===== src/rtl/fx_slave_regs_if.sv =====
// fx bus bundle between the control block and one register bank.
// The control block drives the strobes; the bank returns fx_q.
interface fx_slave_regs_if;
  logic [15:0] fx_waddr;
  logic        fx_wr;
  logic [7:0]  fx_data;
  logic        fx_rd;
  logic [15:0] fx_raddr;
  logic [7:0]  fx_q;

  modport master (
    output fx_waddr, fx_wr, fx_data,
    output fx_rd, fx_raddr,
    input  fx_q
  );

  modport slave (
    input  fx_waddr, fx_wr, fx_data,
    input  fx_rd, fx_raddr,
    output fx_q
  );
endinterface


===== src/rtl/fx_slave_regs.sv =====
// fx bus register bank: ids, ctrl, command strobes, sticky status
// with irq mask, and a snapshot-consistent microsecond timestamp.
module fx_slave_regs #(
  parameter logic [7:0] MOD_ID  = 8'h01,
  parameter logic [7:0] VERSION = 8'h10
) (
  input  logic       clk_sys,
  input  logic       rst,
  fx_slave_regs_if.slave fx,
  input  logic [7:0] dev_id,
  input  logic       pluse_us,
  input  logic [7:0] evt_in,
  output logic [7:0] ctrl_out,
  output logic [7:0] cmd_pulse,
  output logic       irq
);

  logic [7:0]  woff;
  logic [7:0]  roff;
  logic        wsel;
  logic        rsel;
  logic        w_ctrl;
  logic        w_cmd;
  logic        w_stat;
  logic        w_mask;
  logic        w_t0;
  logic        w_scr;
  logic        r_t0;

  logic [7:0]  ctrl_q;
  logic [7:0]  mask_q;
  logic [7:0]  scr_q;
  logic [7:0]  stat_q;
  logic [7:0]  sync1;
  logic [7:0]  sync2;
  logic [7:0]  sync3;
  logic [7:0]  rise;
  logic [7:0]  w1c;
  logic [31:0] cnt;
  logic [23:0] shadow;
  logic [7:0]  rdata;

  assign woff = fx.fx_waddr[7:0];
  assign roff = fx.fx_raddr[7:0];
  assign wsel = fx.fx_wr
    && (fx.fx_waddr[15:8] == MOD_ID);
  assign rsel = fx.fx_rd
    && (fx.fx_raddr[15:8] == MOD_ID);

  assign w_ctrl = wsel && (woff == 8'h10);
  assign w_cmd  = wsel && (woff == 8'h11);
  assign w_stat = wsel && (woff == 8'h12);
  assign w_mask = wsel && (woff == 8'h13);
  assign w_t0   = wsel && (woff == 8'h20);
  assign w_scr  = wsel && (woff == 8'h30);
  assign r_t0   = rsel && (roff == 8'h20);

  // edge detect sits behind the 2-flop synchronizer
  assign rise = sync2 & ~sync3;
  assign w1c  = w_stat ? fx.fx_data : 8'h00;

  assign ctrl_out = ctrl_q;

  always_comb begin
    rdata = 8'h00;
    if (rsel) begin
      unique case (1'b1)
        roff == 8'h00: rdata = MOD_ID;
        roff == 8'h01: rdata = VERSION;
        roff == 8'h02: rdata = dev_id;
        roff == 8'h10: rdata = ctrl_q;
        roff == 8'h12: rdata = stat_q;
        roff == 8'h13: rdata = mask_q;
        roff == 8'h20: rdata = cnt[7:0];
        roff == 8'h21: rdata = shadow[7:0];
        roff == 8'h22: rdata = shadow[15:8];
        roff == 8'h23: rdata = shadow[23:16];
        roff == 8'h30: rdata = scr_q;
        default:       rdata = 8'h00;
      endcase
    end
  end

  always_ff @(posedge clk_sys or posedge rst) begin
    if (rst) begin
      ctrl_q    <= '0;
      mask_q    <= '0;
      scr_q     <= '0;
      stat_q    <= '0;
      sync1     <= '0;
      sync2     <= '0;
      sync3     <= '0;
      cnt       <= '0;
      shadow    <= '0;
      cmd_pulse <= '0;
      irq       <= 1'b0;
      fx.fx_q   <= '0;
    end else begin
      sync1 <= evt_in;
      sync2 <= sync1;
      sync3 <= sync2;
      // set wins over a same-cycle clear
      stat_q <= (stat_q & ~w1c) | rise;
      irq    <= |(stat_q & mask_q);
      cmd_pulse <= w_cmd ? fx.fx_data : 8'h00;
      if (w_ctrl) ctrl_q <= fx.fx_data;
      if (w_mask) mask_q <= fx.fx_data;
      if (w_scr)  scr_q  <= fx.fx_data;
      if (w_t0)
        cnt <= '0;
      else if (pluse_us)
        cnt <= cnt + 32'd1;
      if (r_t0) shadow <= cnt[31:8];
      if (fx.fx_rd) fx.fx_q <= rdata;
    end
  end

endmodule


===== src/flat_wrapper.sv =====
// flat-port wrapper written by rule: the top's interface ports become plain ports
module fx_slave_regs_flat 
#(
  parameter logic [7:0] MOD_ID  = 8'h01,
  parameter logic [7:0] VERSION = 8'h10
)
  (clk_sys, rst, dev_id, pluse_us, evt_in, ctrl_out, cmd_pulse, irq, fx_fx_waddr, fx_fx_wr, fx_fx_data, fx_fx_rd, fx_fx_raddr, fx_fx_q);
  fx_slave_regs_if fx_i ();
  input  logic clk_sys;
  input  logic rst;
  input  logic [7:0] dev_id;
  input  logic pluse_us;
  input  logic [7:0] evt_in;
  output logic [7:0] ctrl_out;
  output logic [7:0] cmd_pulse;
  output logic irq;
  input wire logic [$bits(fx_i.fx_waddr)-1:0] fx_fx_waddr;
  input wire logic [$bits(fx_i.fx_wr)-1:0] fx_fx_wr;
  input wire logic [$bits(fx_i.fx_data)-1:0] fx_fx_data;
  input wire logic [$bits(fx_i.fx_rd)-1:0] fx_fx_rd;
  input wire logic [$bits(fx_i.fx_raddr)-1:0] fx_fx_raddr;
  output wire logic [$bits(fx_i.fx_q)-1:0] fx_fx_q;
  assign fx_i.fx_waddr = fx_fx_waddr;
  assign fx_i.fx_wr = fx_fx_wr;
  assign fx_i.fx_data = fx_fx_data;
  assign fx_i.fx_rd = fx_fx_rd;
  assign fx_i.fx_raddr = fx_fx_raddr;
  assign fx_fx_q = fx_i.fx_q;
  fx_slave_regs #(.MOD_ID(MOD_ID), .VERSION(VERSION)) u_core (.clk_sys(clk_sys), .rst(rst), .fx(fx_i), .dev_id(dev_id), .pluse_us(pluse_us), .evt_in(evt_in), .ctrl_out(ctrl_out), .cmd_pulse(cmd_pulse), .irq(irq));
endmodule

===== config.mk =====
export PLATFORM = sky130hd
export DESIGN_NAME = fx_slave_regs_flat
export DESIGN_NICKNAME = d
export VERILOG_FILES = /design/src/rtl/fx_slave_regs_if.sv /design/src/rtl/fx_slave_regs.sv /design/src/flat_wrapper.sv
export SDC_FILE = /design/constraint.sdc
export NUM_CORES = 1
export LEC_CHECK = 0
export CORE_MARGIN = 2
export CORE_UTILIZATION = 59
export DETAILED_ROUTE_END_ITERATION = 16
export PLACE_DENSITY = 0.88
export SYNTH_ARGS = -nofsm -noshare
export SYNTH_HDL_FRONTEND = slang
export SYNTH_SLANG_ARGS = --single-unit

===== constraint.sdc =====
create_clock -name clk_sys -period 7.65 [get_ports clk_sys]
set_input_delay 1.53 -clock clk_sys [delete_from_list [all_inputs] [get_ports clk_sys]]
set_output_delay 1.53 -clock clk_sys [all_outputs]
set_load 0.01 [all_outputs]

======== Yosys cells after proc, flatten, opt, wreduce, memory -nomap -nowiden ========
Cells that the tools add are included.
word-level totals
  flip-flop bits (word level) ............. 129
  input bits .............................. 61
  output and inout bits ................... 25
  word-level logic and storage cells ...... 55
operators by class
  add/subtract/negate cells ............... 1
  equality and inequality tests ........... 18
  multiplexer cells ....................... 6
  bitwise gates (word level) .............. 6
  reductions and logical operators ........ 12
operators with widths
  operator               count
  $pmux 8 s11            1
  $mux 32                2
  $eq 8x5->1 const B     7
  $eq 8x6->1 const B     7
  $add 32x1->32 const B  1
  $and 8x8->8            3
  $eq 8x1->1 const B     3
  $mux 8                 3
  $not 8->8              2
  $logic_and 1x1->1      9
  $eq 8x2->1 const B     1
  $logic_not 8->1        1
  $or 8x8->8             1
  $reduce_or 8->1        1
  $reduce_bool 2->1      1

======== Depth between registers and ports, before layout ========
Gate-level depths: netlist (run 1).
  depth after elaboration ................. 7
  mapped depth ............................ 7
  gate-level depth less buffers ........... 6

======== Worst setup path after synthesis (run 1) ========
Ideal clock, no wire load.
  path type ............................... input-to-reg
  start ................................... input port fx_fx_waddr[11]
  end ..................................... register u_core.mask_q[0]
  arrival time ............................ 3658 ps
  data required time ...................... 7525 ps
  path slack .............................. 3867 ps
  cell stages on the path ................. 5
  buffers on the path ..................... 0
  cells stage by stage .................... or4b_4 > or4b_4 > or4_4 > nor2_2 > mux2_2
between the ends
  cells in the longest elaborated chain, start to end .. 3
RTL lines
  what                  RTL line              source
  start, declared       flat_wrapper.sv:17    input wire logic [$bits(fx_i.fx_waddr)-1:0] fx_fx_waddr;
  $eq 8x1->1            fx_slave_regs.sv:46   && (fx.fx_waddr[15:8] == MOD_ID);
  $logic_and 1x1->1     fx_slave_regs.sv:46
  $logic_and 1x1->1     fx_slave_regs.sv:53   assign w_mask = wsel && (woff == 8'h13);
  end signal, assigned  fx_slave_regs.sv:107  if (w_mask) mask_q <= fx.fx_data;
  end, declared         fx_slave_regs.sv:31   logic [7:0] mask_q;
No other way between the ends.
A chain may end at the register's enable or synchronous reset.

======== Worst setup path in the final report (run 1) ========
  start ................................... input port fx_fx_raddr[4]
  end ..................................... register u_core.shadow[19]
between the ends
  cells in the longest elaborated chain, start to end .. 2
RTL lines
  what                  RTL line              source
  start, declared       flat_wrapper.sv:21    input wire logic [$bits(fx_i.fx_raddr)-1:0] fx_fx_raddr;
  $eq 8x6->1            fx_slave_regs.sv:56   assign r_t0 = rsel && (roff == 8'h20);
  $logic_and 1x1->1     fx_slave_regs.sv:56
  end signal, assigned  fx_slave_regs.sv:113  if (r_t0) shadow <= cnt[31:8];
  end, declared         fx_slave_regs.sv:40   logic [23:0] shadow;
No other way between the ends.

==> results of run 1 <==
final timing paths:
check | from | to | slack (ns)
worst max-delay path | fx_fx_raddr[4] | u_core.shadow[19] | 3.69
worst min-delay path | u_core.sync1[3] | u_core.sync2[3] | 0.35
worst max register to register | u_core.cnt[7] | u_core.cnt[25] | 5.43
worst min register to register | u_core.sync1[3] | u_core.sync2[3] | 0.35
max in group asynchronous | rst | u_core.fx.fx_q[3] | 4.89
min in group asynchronous | rst | u_core.ctrl_out[7] | 1.53
power breakdown:
part           total [mW]  leakage (nW)  switching (mW)  internal, mW
Combinational       0.126          1.25          0.0670        0.0593
Sequential          0.741          1.69          0.0338         0.707
Clock               0.798         0.269           0.299         0.499
Total                1.67          3.21           0.400          1.27
cells in the mapped netlist (3+ instances only):
cell | instances | share of area, %
mux2i_1 | 12 | 2.0
xor2_1 | 6 | 0.89
and4_1 | 5 | 0.74
nand3_1 | 15 | 1.3
o2bb2ai_1 | 5 | 0.74
xnor2_1 | 24 | 3.6
dfrtp_1 | 129 | 55
a31oi_1 | 3 | 0.32
nor3_1 | 31 | 2.6
a21oi_1 | 6 | 0.51
nor4_1 | 18 | 1.9
a22o_1 | 4 | 0.59
inv_1 | 26 | 1.6
clkbuf_1 | 17 | 1.1
or3_1 | 4 | 0.42
buf_1 | 3 | 0.19
nor2b_1 | 5 | 0.53
o21ai_0 | 20 | 1.7
nand2_1 | 30 | 1.9
nand4_1 | 9 | 0.95
a22oi_1 | 11 | 1.4
nor2_1 | 41 | 2.6
nor3b_1 | 3 | 0.38
mux2_2 | 53 | 10
and3_1 | 3 | 0.32
or4_1 | 3 | 0.38
or2_2 | 3 | 0.32
nand3b_1 | 4 | 0.51
worst max-delay path: cells and delay by family:
| family | cells | cell delay [ns] |
|---|---|---|
| buf+inv | 2 | 1.18 |
| mux | 1 | 0.39 |
| simple gates | 2 | 1.26 |
sequential cells by signal, indices dropped and copies added (netlist names):
signal and count:
u_core.cnt 32, u_core.shadow 24, u_core.cmd_pulse 8, u_core.ctrl_out 8, u_core.fx.fx_q 8, u_core.mask_q 8
u_core.scr_q 8, u_core.stat_q 8, u_core.sync1 8, u_core.sync2 8, u_core.sync3 8, u_core.irq 1
area by class of cell:
type / instances / share of cell area (%)
clock buffers: 21 / 5.73
clock inverters: 11 / 2.07
inverters: 26 / 1.34
multi-input cells: 355 / 33.6
flip-flops and latches: 129 / 43.1
well taps: 133 / 2.22
repair buffers: 91 / 12.0
layer usage:
metal | up-vias | track usage [%] | routed length (um)
li1 | 2104 | - | -
met1 | 2320 | 39.9 | 6540
met2 | 216 | 47.3 | 7270
met3 | 41 | 7.52 | 1100
met4 | 0 | 13.3 | 470
met5 | - | 0 | 0
logic make-up (layout without fill, tap and decap cells):
family          count (synthesis)  count (layout)  share of synthesized area, %
compound gates                 67              67                          7.82
mux                            65              65                          12.1
fa+ha+maj                       1               1                         0.211
xor+xnor                       30              30                          4.44
flops                         129             129                          54.5
buf+inv                        48             149                          3.09
simple gates                  192             192                          17.8
through the flow:
| step | std cells | area [um2] | util, % | power (mW) | hold WS (ns) |
|---|---|---|---|---|---|
| 6_report | 766 | 7490 | 76.7 | 1.67 | 0.350 |
| 5_1_grt | 766 | 7490 | 76.7 | 1.73 | 0.352 |
| 4_1_cts | 766 | 7490 | 76.7 | 1.67 | 0.351 |
| 3_5_place_dp | 734 | 6910 | 70.7 | 0.877 | 0.336 |
| 3_3_place_gp | 734 | 6910 | 70.7 | 0.870 | 0.333 |
| 2_1_floorplan | 532 | 5920 | - | 0.809 | 0.331 |
==> flow_summary.yaml, run 1 <==
placement:
  io_buffers: 85
  gp_congestion: 0.927
  place_ws_ns: 3.20
  hpwl_um: 10700
sta:
  final.min_clock_period_ns: 3.96
  final-max-slew-violation-count: 0
  worst_slack_ns: 3.69
  final.setup.tns_ns: 0
  fin_worst_skew_ns: 0.00815
  timing.fmax_mhz: 253
  timing.slew.headroom_pct: 43.6
  rsz0062_at_grt: "false"
  worst_pin_slew_ns: 0.846
  fin_crit_sh_pct: 51.8
  setup_violations: 0
  finalHoldViolCount: 0
power_and_ir_drop:
  ir_drop_uv: 181
  p_leak_nw: 3.21
  power_density_nw_per_um2: 222
run_status:
  status: "completed"
global_routing:
  first_global_vias: 4822
  grt.overflow.total: 0
  grt_usage_pct: 30.1
  grt_max_degree: 73
  grt_pass1_wl_um: 25300
  antenna_found_initial: 0
floorplan:
  die_x_um: 104
  die_h_um: 104
  design.die.area_um2: 10900
  start_util_pct: 60.6
  rows: 36
  io_pins: 86
  core_area_um2: 9770
logic_synthesis:
  avgSynthCellArea_um2: 11.1
  synth_edf_count: 0
  synth_nets: 594
  syn_inst: 532
  yosys_warnings: 0
  synth-seq-area-share_pct: 54.5
  ys.flop_type: "dfrtp_1"
  ys_ff_latch: 129
  async_reset_ff_share_pct: 100
  syn_area_um2: 5920
  synth_cell_type_count: 57
detailed_routing:
  drc: 0
  first_pass_iters: 5
  postRouteAntennaNets: 0
  via_per_inst: 6.11
  totalWireLength_um: 15400
  drt_iter0_markers: 304
  vias: 4681
  wl_per_cell_um: 20.1
clocking:
  cts_tree: "yes"
  cts_resized: 0
  cts_buffers: 17
  cts_setup_buffers: 0
  htreeDepth: 4
  cts.sinks: 129
  clkTransAtPathRegs_ns: 0.06
  clockRootBuffer: "clkbuf_8"
  cts-hold-fix-buffers: 0
  insertion_delay_ns: 0.53
  clockBufferDepth: 2
critical_path:
  critPathRequiredTime_ns: 8.06
  cp-start-kind: "primary input"
  cpPeakStageDelay_ns: 0.96
  path_cells: "clkdlybuf4s50_1, or4b_2, nor4_4, buf_4, mux2_2"
  cp-end-kind: "flip-flop"
  arrival_ns: 4.37
  worst-r2r-cell-count: 5
  crit_path_top_delay_cell: "or4b_2"
  critPathKind: "in -> reg"
  path_max_fanout: 25
layout:
  diodes: 0
  layout_common_cells: "129 x dfrtp_1, 85 x clkdlybuf4s50_1, 53 x mux2_2"
  area_growth_pct: 26.6
  multi_input_area_um2: 2520
  fillers: 617
  drive_gt1_share_pct: 16.1
  fin_nets: 682
  final_common_cell: "dfrtp_1"
  seqCellArea_um2: 3230
flow_run:
  drv_cap: 0
min_path:
  hold_path_depth: 0
  hold_class: "reg -> reg"
Power figures use the tool's default switching activity.
==> inputs of run 2 (changes only) <==
- CORE_UTILIZATION: 59 -> 54
- PLACE_DENSITY: 0.88 -> 0.81
- clock period: 7.65 -> 4.02 ns (I/O delays scaled with it)
==> flow_summary.yaml, run 2 (synthesis gave the netlist of run 1 again) <==
detailed_routing:
  totalWireLength_um: 14900
  first_pass_iters: 7
  vias: 4617
  postRouteAntennaNets: 0
  wl_per_cell_um: 19.2
  drc: 0
  via_per_inst: 5.96
  drt_iter0_markers: 301
critical_path:
  cp-end-kind: "flip-flop"
  crit_path_start: "fx_fx_waddr[11]"
  path_cells: "clkdlybuf4s50_1, or4b_4, or4b_4, or4_4, nor2_2, mux2_2"
  worstPathBufferInverterCount: 1
  cp-start-kind: "primary input"
  critPathKind: "in -> reg"
  crit_family: "simple AND/OR/NAND/NOR gates"
  path_max_fanout: 8
  critPathRequiredTime_ns: 4.43
  arrival_ns: 3.49
  cpPeakStageDelay_ns: 0.54
  timing.rr.start: "u_core.cnt[7]"
  crit_path_frequent_cell: "or4b_4"
  crit_path_top_delay_cell: "or4b_4"
floorplan:
  rows: 38
  die_h_um: 109
  start_util_pct: 55.1
  design.die.area_um2: 11800
  io_pins: 86
  core_area_um2: 10700
  die_x_um: 109
layout:
  largestRegisters: "u_core.cnt x32, u_core.shadow x24"
  layout_common_cells: "129 x dfrtp_1, 85 x clkdlybuf4s50_1, 53 x mux2_2"
  fin_nets: 684
  final_cells: 775
  fillers: 780
  area_growth_pct: 27.1
  top_register: "u_core.cnt"
  diodes: 0
  drive_gt1_share_pct: 17.0
  largest_register_ffs: 32
  final_common_cell: "dfrtp_1"
global_routing:
  grt.overflow.total: 0
  grt_pass1_wl_um: 24100
  grt_max_degree: 48
  grt_usage_pct: 27.1
  first_global_vias: 4618
  antenna_found_initial: 0
sta:
  timing.fmax_mhz: 325
  setup_violations: 0
  final.min_clock_period_ns: 3.08
  finalHoldViolCount: 0
  rsz0062_at_grt: "false"
  final.setup.tns_ns: 0
  fin_crit_sh_pct: 76.5
  final-max-slew-violation-count: 0
  worst_pin_slew_ns: 0.900
  fin_worst_skew_ns: 0.00686
  timing.slew.headroom_pct: 39.9
clocking:
  cts_buffers: 17
  cts.sinks: 129
  clockBufferDepth: 2
  cts_setup_buffers: 0
  cts-hold-fix-buffers: 0
  clkTransAtPathRegs_ns: 0.06
  cts_resized: 0
  clockRootBuffer: "clkbuf_8"
  htreeDepth: 4
  insertion_delay_ns: 0.53
  cts_tree: "yes"
min_path:
  min_from: "u_core.sync1[2]"
  hold_class: "reg -> reg"
placement:
  dp.cells: 743
  gp_congestion: 0.977
  hpwl_um: 10600
  io_buffers: 85
flow_run:
  drv_cap: 0
power_and_ir_drop:
  p_leak_nw: 3.24
  ir_drop_uv: 238
  power_density_nw_per_um2: 411
run_status:
  status: "completed"
==> run 2: worst paths after layout <==
path                                    endpoint  slack (ns)  depth (start not counted)
worst max-delay path            u_core.mask_q[3]        0.94                          6
worst min-delay path             u_core.sync2[2]        0.35                          0
worst max register to register    u_core.cnt[22]        1.86                          5
worst min register to register   u_core.sync2[2]        0.35                          0
max in group asynchronous          u_core.cnt[9]        2.50                          3
min in group asynchronous        u_core.sync3[6]        0.81                          2
==> run 2: layout make-up <==
| cell class | count | area (um2) | share of cell area [%] |
|---|---|---|---|
| well taps | 140 | 175 | 2.33 |
| inverters | 26 | 101 | 1.35 |
| flip-flops and latches | 129 | 3230 | 42.9 |
| clock inverters | 15 | 151 | 2.01 |
| clock buffers | 17 | 414 | 5.50 |
| repair buffers | 93 | 936 | 12.4 |
| multi-input cells | 355 | 2520 | 33.5 |
==> run 2: routing by layer <==
metal	part of all wire [%]	vias to the layer above	track usage [%]
met5	0	-	0
met4	1.2	0	7.78
met3	6.9	17	6.28
met2	48	196	43.5
met1	44	2302	37.0
li1	-	2102	-
==> run 2: through the flow <==
stage               cell area [um2]  utilization (%)  power [mW]  hold WS (ns)  setup slack (ns)
finish                         7520             70.0        3.09         0.349             0.943
global route                   7520             70.0        3.20         0.353             0.883
CTS                            7520             70.0        3.11         0.350             0.950
detailed placement             6960             64.8        1.66         0.335             0.403
global placement               6960             64.8        1.65         0.333             0.474
floorplan                      5920                -        1.54         0.331             0.963
==> run 2: power by group <==
group	total [mW]	leakage [nW]	switching, mW	internal [mW]
Sequential	1.40	1.69	0.0498	1.35
Clock	1.45	0.279	0.613	0.840
Combinational	0.246	1.27	0.129	0.117
Total	3.09	3.24	0.792	2.30
==> inputs of run 3 (changes only) <==
- CORE_UTILIZATION: 54 -> 49
- PLACE_DENSITY: 0.81 -> 0.78
- clock period: 4.02 -> 2.63 ns (I/O delays scaled with it)
==> flow_summary.yaml, run 3 (synthesis gave the netlist of run 1 again) <==
global_routing:
  antenna_found_initial: 0
  grt.overflow.total: 0
  first_global_vias: 4903
  grt_usage_pct: 25.8
  grt_pass1_wl_um: 25500
  grt_max_degree: 64
layout:
  top_register: "u_core.cnt"
  fillers: 911
  largestRegisters: "u_core.cnt x32, u_core.shadow x24"
  area_growth_pct: 32.1
  final_common_cell: "dfrtp_1"
  fin_nets: 712
  final_cells: 809
  largest_register_ffs: 32
  layout_common_cells: "129 x dfrtp_1, 79 x clkdlybuf4s50_1, 45 x mux2_2"
  drive_gt1_share_pct: 20.8
  diodes: 0
placement:
  dp.cells: 778
  hpwl_um: 11300
  io_buffers: 85
  gp_congestion: 0.883
critical_path:
  critPathRequiredTime_ns: 2.93
  cp-end-kind: "flip-flop"
  timing.rr.start: "u_core.cnt[7]"
  reg2reg_slack_ns: 0.45
  path_max_fanout: 8
  worstSetupEndpoint: "u_core.mask_q[7]"
  worst-r2r-cell-count: 5
  r2r_end: "u_core.cnt[30]"
  crit_path_start: "fx_fx_waddr[9]"
  critPathKind: "in -> reg"
  cp-start-kind: "primary input"
  arrival_ns: 2.89
detailed_routing:
  drt_iter0_markers: 366
  wl_per_cell_um: 19.5
  drc: 0
  first_pass_iters: 5
  via_per_inst: 5.79
  totalWireLength_um: 15800
  postRouteAntennaNets: 0
  vias: 4685
sta:
  final.min_clock_period_ns: 2.59
  final-max-slew-violation-count: 0
  timing.fmax_mhz: 386
  fin_crit_sh_pct: 98.5
  worst_pin_slew_ns: 0.658
  rsz0062_at_grt: "true"
  fin_worst_skew_ns: 0.00748
  setup_violations: 0
  finalHoldViolCount: 0
  final.setup.tns_ns: 0
  timing.slew.headroom_pct: 56.1
min_path:
  hold_class: "reg -> reg"
  min_from: "u_core.sync1[4]"
flow_run:
  drv_cap: 0
clocking:
  insertion_delay_ns: 0.42
  cts_tree: "yes"
  clockBufferDepth: 2
  cts-hold-fix-buffers: 0
  clkTransAtPathRegs_ns: 0.06
  clockRootBuffer: "clkbuf_16"
  htreeDepth: 4
  cts.sinks: 129
  cts_buffers: 17
floorplan:
  die_h_um: 114
  design.die.area_um2: 13000
  io_pins: 86
  core_area_um2: 11900
  start_util_pct: 49.7
  rows: 40
  die_x_um: 114
power_and_ir_drop:
  comb_power_share_pct: 8.3
  clock_power_share_pct: 47.3
  p_sw_share_pct: 25.0
  p_leak_nw: 3.39
  ir_drop_uv: 559
  p_total_mw: 4.82
  p_sw_mw: 1.20
  p_seq_share_pct: 44.4
  p_int_mw: 3.62
  power_density_nw_per_um2: 617
run_status:
  status: "completed"
## run 3: cell types whose count changed in the layout (fill, tap and decap cells not counted), sizes merged
cell / before / now
clkdlybuf4s50: 85 / 79
buf: 8 / 38
clkdlybuf4s15: 0 / 2
clkinv: 6 / 2
clkinvlp: 2 / 4
inv: 32 / 31
clkbuf: 17 / 19
dlygate4sd2: 0 / 2
## run 3: timing repair
item / in CTS / in global routing
cloned: 0 / 0
gates resized for setup: 20 / 1
endpoints found under the hold margin: 0 / 0
setup endpoints to repair: 16 / 16
buffers inserted: 0 / 0
pin swaps: 5 / 1
## run 3: worst min path at each step
stage,to,cells after the start
2_1_floorplan,u_core.sync2[0],0
3_3_place_gp,u_core.sync2[7],0
3_5_place_dp,u_core.sync2[4],0
4_1_cts,u_core.sync2[4],0
5_1_grt,u_core.sync2[7],0
6_report,u_core.sync2[4],0
## run 3: per-layer routing
layer  GRT usage, %  routed length, um  vias up
met2           41.9               7780      183
met3           6.59                935       20
li1               -                  -     2156
met5              0                  0        -
met4           8.21                213        0
met1           34.3               6860     2326
## run 3: worst max-delay path, stage by stage
cell and delay (ns):
clkdlybuf4s15_1 0.16, or4b_4 0.48, or4b_4 0.55, or4_4 0.53
nor2_2 0.15, buf_6 0.15, mux2_2 0.34
## run 3: layout make-up
type / count / area (um2) / share of cell area (%)
Clock buffer: 19 / 453 / 5.79
Clock inverter: 12 / 123 / 1.57
Inverter: 26 / 101 / 1.30
Multi-Input combinational cell: 355 / 2550 / 32.7
Sequential cell: 129 / 3230 / 41.3
Tap cell: 147 / 184 / 2.35
Timing Repair Buffer: 121 / 1170 / 15.0
## run 3: power groups by stage
stage / Clock [mW] / Combinational [mW] / Sequential (mW)
floorplan: 0 / 0.207 / 2.15
global placement: 0 / 0.386 / 2.16
detailed placement: 0 / 0.399 / 2.17
CTS: 2.31 / 0.401 / 2.14
global route: 2.41 / 0.445 / 2.15
finish: 2.28 / 0.400 / 2.14
## run 3: per-stage QoR
| stage | hold slack, ns | util, % | area [um2] | setup WS, ns |
|---|---|---|---|---|
| after global placement | 0.333 | 60.6 | 7220 | -0.532 |
| after global routing | 0.353 | 65.6 | 7820 | -0.00438 |
| after detailed placement | 0.335 | 60.6 | 7220 | -0.582 |
| final | 0.348 | 65.6 | 7820 | 0.0405 |
| after floorplan | 0.331 | - | 5930 | -0.149 |
| after CTS | 0.348 | 65.6 | 7810 | 0.00213 |
